$ cat src/rtl/decoder4_16_seq.sv
// Registered 4-to-16 one-hot decoder with valid/ready handshake.
// Define DECODER_SWEEP_EN to build the walking-one SWEEP mode; otherwise the sweep port is ignored.
module decoder4_16_seq #(
    parameter int unsigned SWEEP_DIV = 4
) (
    input  logic        clk,
    input  logic        rst,
    input  logic        in_valid,
    input  logic [3:0]  in_code,
    output logic        in_ready,
    input  logic        sweep,
    output logic [15:0] y,
    output logic [3:0]  y_code,
    output logic        out_valid,
    input  logic        out_ready
);

    localparam logic [1:0] IDLE  = 2'd0;
    localparam logic [1:0] HOLD  = 2'd1;
`ifdef DECODER_SWEEP_EN
    localparam logic [1:0] SWEEP = 2'd2;
    localparam logic [7:0] DIV_LAST = 8'(SWEEP_DIV - 1);

    logic [3:0] idx;
    logic [7:0] div;
    logic [3:0] idx_nxt;

    assign idx_nxt = idx + 4'd1;
`else
    logic sweep_unused;

    assign sweep_unused = sweep | (SWEEP_DIV == 0);
`endif

    logic [1:0] state;
    logic       accept;

    // in_ready is forced low while reset is being sampled so no code is acknowledged then
    always_comb begin
        in_ready = 1'b0;
        if (!rst) begin
            case (state)
                IDLE:    in_ready = 1'b1;
                HOLD:    in_ready = out_ready;
                default: in_ready = 1'b0;
            endcase
        end
    end

    assign accept = in_valid && in_ready;

    always_ff @(posedge clk) begin
        if (rst) begin
            state     <= IDLE;
            y         <= '0;
            y_code    <= '0;
            out_valid <= 1'b0;
`ifdef DECODER_SWEEP_EN
            idx       <= '0;
            div       <= '0;
`endif
        end else begin
            case (state)
                IDLE: begin
`ifdef DECODER_SWEEP_EN
                    if (sweep) begin
                        state     <= SWEEP;
                        y         <= 16'h0001;
                        y_code    <= '0;
                        out_valid <= 1'b1;
                        idx       <= '0;
                        div       <= '0;
                    end else
`endif
                    if (accept) begin
                        state     <= HOLD;
                        y         <= 16'h0001 << in_code;
                        y_code    <= in_code;
                        out_valid <= 1'b1;
                    end
                end
                HOLD: begin
                    if (out_ready) begin
                        if (accept) begin
                            y         <= 16'h0001 << in_code;
                            y_code    <= in_code;
                            out_valid <= 1'b1;
                        end else begin
                            state     <= IDLE;
                            y         <= '0;
                            out_valid <= 1'b0;
                        end
                    end
                end
`ifdef DECODER_SWEEP_EN
                SWEEP: begin
                    if (!sweep) begin
                        state     <= IDLE;
                        y         <= '0;
                        out_valid <= 1'b0;
                        idx       <= '0;
                        div       <= '0;
                    end else if (div == DIV_LAST) begin
                        div    <= '0;
                        idx    <= idx_nxt;
                        y      <= 16'h0001 << idx_nxt;
                        y_code <= idx_nxt;
                    end else begin
                        div <= div + 8'd1;
                    end
                end
`endif
                default: begin
                    state     <= IDLE;
                    y         <= '0;
                    out_valid <= 1'b0;
                end
            endcase
        end
    end

endmodule
$ cat config.mk
export PLATFORM = sky130hd
export DESIGN_NAME = decoder4_16_seq
export DESIGN_NICKNAME = d
export VERILOG_FILES = /design/src/rtl/decoder4_16_seq.sv
export SDC_FILE = /design/constraint.sdc
export NUM_CORES = 1
export LEC_CHECK = 0
export CORE_AREA = 2 2 49 51
export DETAILED_ROUTE_END_ITERATION = 8
export DIE_AREA = 0 0 51 53
export PLACE_DENSITY_LB_ADDON = 0.15
export SLEW_MARGIN = 10
export SYNTH_ARGS = -nofsm -noshare
export SYNTH_HDL_FRONTEND = slang
export SYNTH_SLANG_ARGS = --single-unit
$ cat constraint.sdc
create_clock -name clk -period 2.2 [get_ports clk]
set_clock_uncertainty 0.2 [all_clocks]
set_input_delay 0.55 -clock clk [delete_from_list [all_inputs] [get_ports clk]]
set_output_delay 0.55 -clock clk [all_outputs]
set_load 0.01 [all_outputs]
After elaboration in Yosys (flattened, before gate mapping). Index checks and enable logic that the tools add are counted.

Flip-flop bits (word level): 23. Input bits: 9. Output and inout port bits: 22. Word-level logic and storage cells: 32.

Equal/unequal tests: 4. Shift-type cells: 1. Muxes and demuxes: 17. Reduce and logical (&&, ||, !) cells: 6.

Operator list (number): two-way mux 16 bit (3); one-hot mux 16 bit (2 select lines) (1); left shift 1 x 4 -> 16 bit (first input constant) (1); two-way mux 4 bit (2); one-hot mux 4 bit (2 select lines) (1); two-way mux 2 bit (3); != test 2 bit (second input constant) (3); two-way mux 1 bit (4); one-hot mux 1 bit (2 select lines) (2); one-hot mux 2 bit (2 select lines) (1); AND reduction 2 bit (2); AND reduction 3 bit (1); equality test 2 x 1 -> 1 bit (second input constant) (1); logical NOT 2 bit (1); nonzero test 2 bit (1); logical AND 1 bit (1).

Longest topological paths before layout.
Word-level depth: 7. Depth in mapped cells: 7. Gate-level depth less buffers: 5.

Worst setup path after synthesis. No wires, ideal clock.

Kind: input to register. From: input port rst. To: register state[0]. Setup time: 0.129 ns. Data arrival time: 1.582 ns. Required time: 1.871 ns. Path slack: 0.290 ns. Stages: 6. Buffers on the path: 1. Cell sequence: nand2b_1 > or2_1 > buf_6 > ha_1 > mux2i_1 > nor2_1.

Longest elaborated chain between the ends: 4. Elaborated cells between the ends (all ways): 5. Classes of those cells: 2 x eq/ne; 1 x mux; 2 x reduce/logical.

Ends and longest elaborated chain: from (decl) (line 7) `input logic rst,`; two-way mux 1 bit (line 41) `if (!rst) begin`; logical AND 1 bit (line 50) `assign accept = in_valid && in_ready;`; != test 2 bit (no line); AND reduction 3 bit (no line); to (signal assigned) (line 54) `state <= IDLE;`; to (signal assigned) (line 76) `state <= HOLD;`; to (signal assigned) (line 89) `state <= IDLE;`; to (decl) (line 35) `logic [1:0] state;`.

Several ways; a longest one is shown, not always the timed one. A chain may end at the register's enable or synchronous reset.

Final worst setup path.
From: input port rst. To: output port in_ready.

Longest elaborated chain between the ends: 1.

Ends and longest elaborated chain: two-way mux 1 bit (line 41); to (decl) (line 10) `output logic in_ready,`.

No other way between the ends.

==> results.sh <==
export IMPL_slowest_delay_ns=0.42
export IMPL_setup_viol=0
export IMPL_slew_violations=0
export IMPL_crit_path_end_kind="primary output"
export IMPL_status="completed"
export IMPL_htree_levels=1
export IMPL_clock_sinks=22
export IMPL_crit_required_ns=1.45
export IMPL_start_kind="input port"
export IMPL_clkTransAtPathRegs_ns=0.12
export IMPL_routed_wl_um=1960
export IMPL_yosys_area_top_type="dfxtp_1"
export IMPL_clk_latency_ns=0.30
export IMPL_p_per_area_nw_per_um2=669
export IMPL_insertedDiodeCount=0
export IMPL_cts_buffers=3
export IMPL_drive_above_1_share_pct=22.0
export IMPL_hpwl_um=1430
export IMPL_dieWidth_um=51
export IMPL_rsz0062_at_grt="false"
export IMPL_p_leak_nw=0.536
export IMPL_fin_area_um2=1360
export IMPL_synth_top_area_share_pct=48.6
export IMPL_io_buffers=29
export IMPL_slowest_stage="clkdlybuf4s50_1"
export IMPL_drv_cap=0
export IMPL_synth_area_leaders="dfxtp_1 (49%), a22o_1 (12%), mux2_4 (5.0%)"
export IMPL_via_per_inst=5.08
export IMPL_fmax_mhz=483
export IMPL_hold_violations=0
export IMPL_layout_min_cycle_time_ns=2.07
export IMPL_crit_chain="clkdlybuf4s50_1, nor2_1, clkdlybuf4s15_2"
export IMPL_area_growth_syn_to_layout_pct=49.7
export IMPL_hold_class="flop to flop"
export IMPL_post_route_period_util_pct=94.2
export IMPL_slew_headroom_pct=77.9
export IMPL_antenna_left=0
export IMPL_num_rows=17
export IMPL_synth_edf_count=0
export IMPL_grt_ovfl_total=0
export IMPL_multi_input_area_um2=418
export IMPL_synth_cells=82
export IMPL_tns_ns=0
export IMPL_cpLargestDelayFamily="buffers and inverters"
export IMPL_whs_ns=0.295
export IMPL_syn_nets=92
export IMPL_cts_root_buf="clkbuf_4"
export IMPL_dpl_instance_area_um2=1310
export IMPL_path_class="input port to primary output"
export IMPL_arrival_ns=1.32
export IMPL_fin_nets=134
export IMPL_dieHeight_um=53
export IMPL_layout_area_seq_um2=440
export IMPL_n_fill_cell=172
export IMPL_core_um2=2150
export IMPL_cp_max_fo=2
export IMPL_grt_max_degree=16
export IMPL_grt_usage_pct=16.7
export IMPL_grt_pass1_wl_um=3420
export IMPL_seq_area_frac_synth_pct=48.6
export IMPL_wl_per_cell_um=13.0
export IMPL_drt_initial_drc_count=8
export IMPL_synth_commonest_cells="dfxtp_1 (22), a22o_1 (12), nor2b_1 (6), nor2_1 (5)"
export IMPL_routabilityCongestion=0.787
export IMPL_syn_area_um2=907
export IMPL_antenna_found_initial=0
export IMPL_synth_warnings=0
export IMPL_initial_core_util_pct=42.2
export IMPL_syn_area_per_cell_um2=11.1
export IMPL_synth_cell_types=29
export IMPL_synth_most_common_cell="dfxtp_1"
export IMPL_first_pass_iters=4
export IMPL_cts_buffer_depth=2
export IMPL_ys_seq_elements=22
export IMPL_postSynth_asyncResetShare_pct=0
export IMPL_ir_drop_mv=0.360
export IMPL_synth_top_flop_cell="dfxtp_1"
export IMPL_cts_tree="yes"
export IMPL_worstMarginPinSlew_ns=0.331
export IMPL_via_count=767
export IMPL_grt_pass1_vias=798
export IMPL_drc_errors=0
export IMPL_pin_count=31
export IMPL_die_area_um2=2700
export IMPL_cts_hold_buf=0
export IMPL_fin_total_pwr_uw=908
export IMPL_crit_buf_inv=2
## routing by layer
| metal | global-route usage, % | wire length (µm) | up-vias |
|---|---|---|---|
| li1 | - | - | 383 |
| met1 | 20.4 | 933 | 367 |
| met2 | 27.7 | 940 | 15 |
| met3 | 3.11 | 75 | 2 |
| met4 | 9.01 | 8 | 0 |
| met5 | 0 | 0 | - |
## flip-flops by register name, indices dropped and copies added, names as in the netlist
register   count
y_code         4
y             16
state          1
out_valid      1
## worst paths after layout
kind,start,endpoint,slack [ns],cells past startpoint
hold / removal,y[0]$_SDFFE_PP0P_,y[0]$_SDFFE_PP0P_,0.30,1
setup reg to reg,state[0]$_SDFFE_PP0P_,state[0]$_SDFFE_PP0P_,0.44,6
hold reg to reg,y[0]$_SDFFE_PP0P_,y[0]$_SDFFE_PP0P_,0.30,1
setup / recovery,rst,in_ready,0.13,3
## where the power goes
group / switching, mW / internal (mW) / total, mW
clock network: 0.123 / 0.184 / 0.307
logic: 0.0727 / 0.0977 / 0.170
registers: 0.0143 / 0.417 / 0.431
total: 0.210 / 0.698 / 0.908
## timing repair
item | 4_1_cts | 5_1_grt
endpoints found under the hold margin | 0 | 0
gates resized for setup | 4 | 0
endpoints found under the setup margin | 1 | 0
setup buffers | 0 | 0
## through the flow
step                utilization [%]  worst slack [ns]  cells
floorplan                         -             0.290     82
global placement               60.7            -0.280    147
detailed placement             60.7            -0.321    147
CTS                            63.2             0.122    151
global route                   63.2            0.0878    151
finish                         63.2             0.128    151
## layout by cell type (no fill, tap or decap), types with 2 or more instances in the layout
cell type        count
clkdlybuf4s50_1     27
dfxtp_1             22
buf_4               13
a22o_1              12
nor2b_1              6
nor2_1               5
mux2_4               3
a32o_1               3
nand2_1              3
clkbuf_4             3
nor3b_1              2
a21oi_1              2
nor3_1               2
## layout make-up
class                   count  area share (%)
repair buffers             43            30.0
well taps                  28            2.58
clock inverters             1            2.21
multi-input cells          53            30.8
inverters                   1           0.276
flip-flops and latches     22            32.4
clock buffers               3            1.66
## logic make-up after synthesis
logic type	Yosys count	synth area share, %
AOI/OAI and AO/OA	20	18.1
adders and majority gates	1	1.38
buffers and inverters	7	5.38
DFF	22	48.6
muxes	5	7.31
and+or+nand+nor	27	19.3
Note: power is estimated with default switching activity, not from simulation.
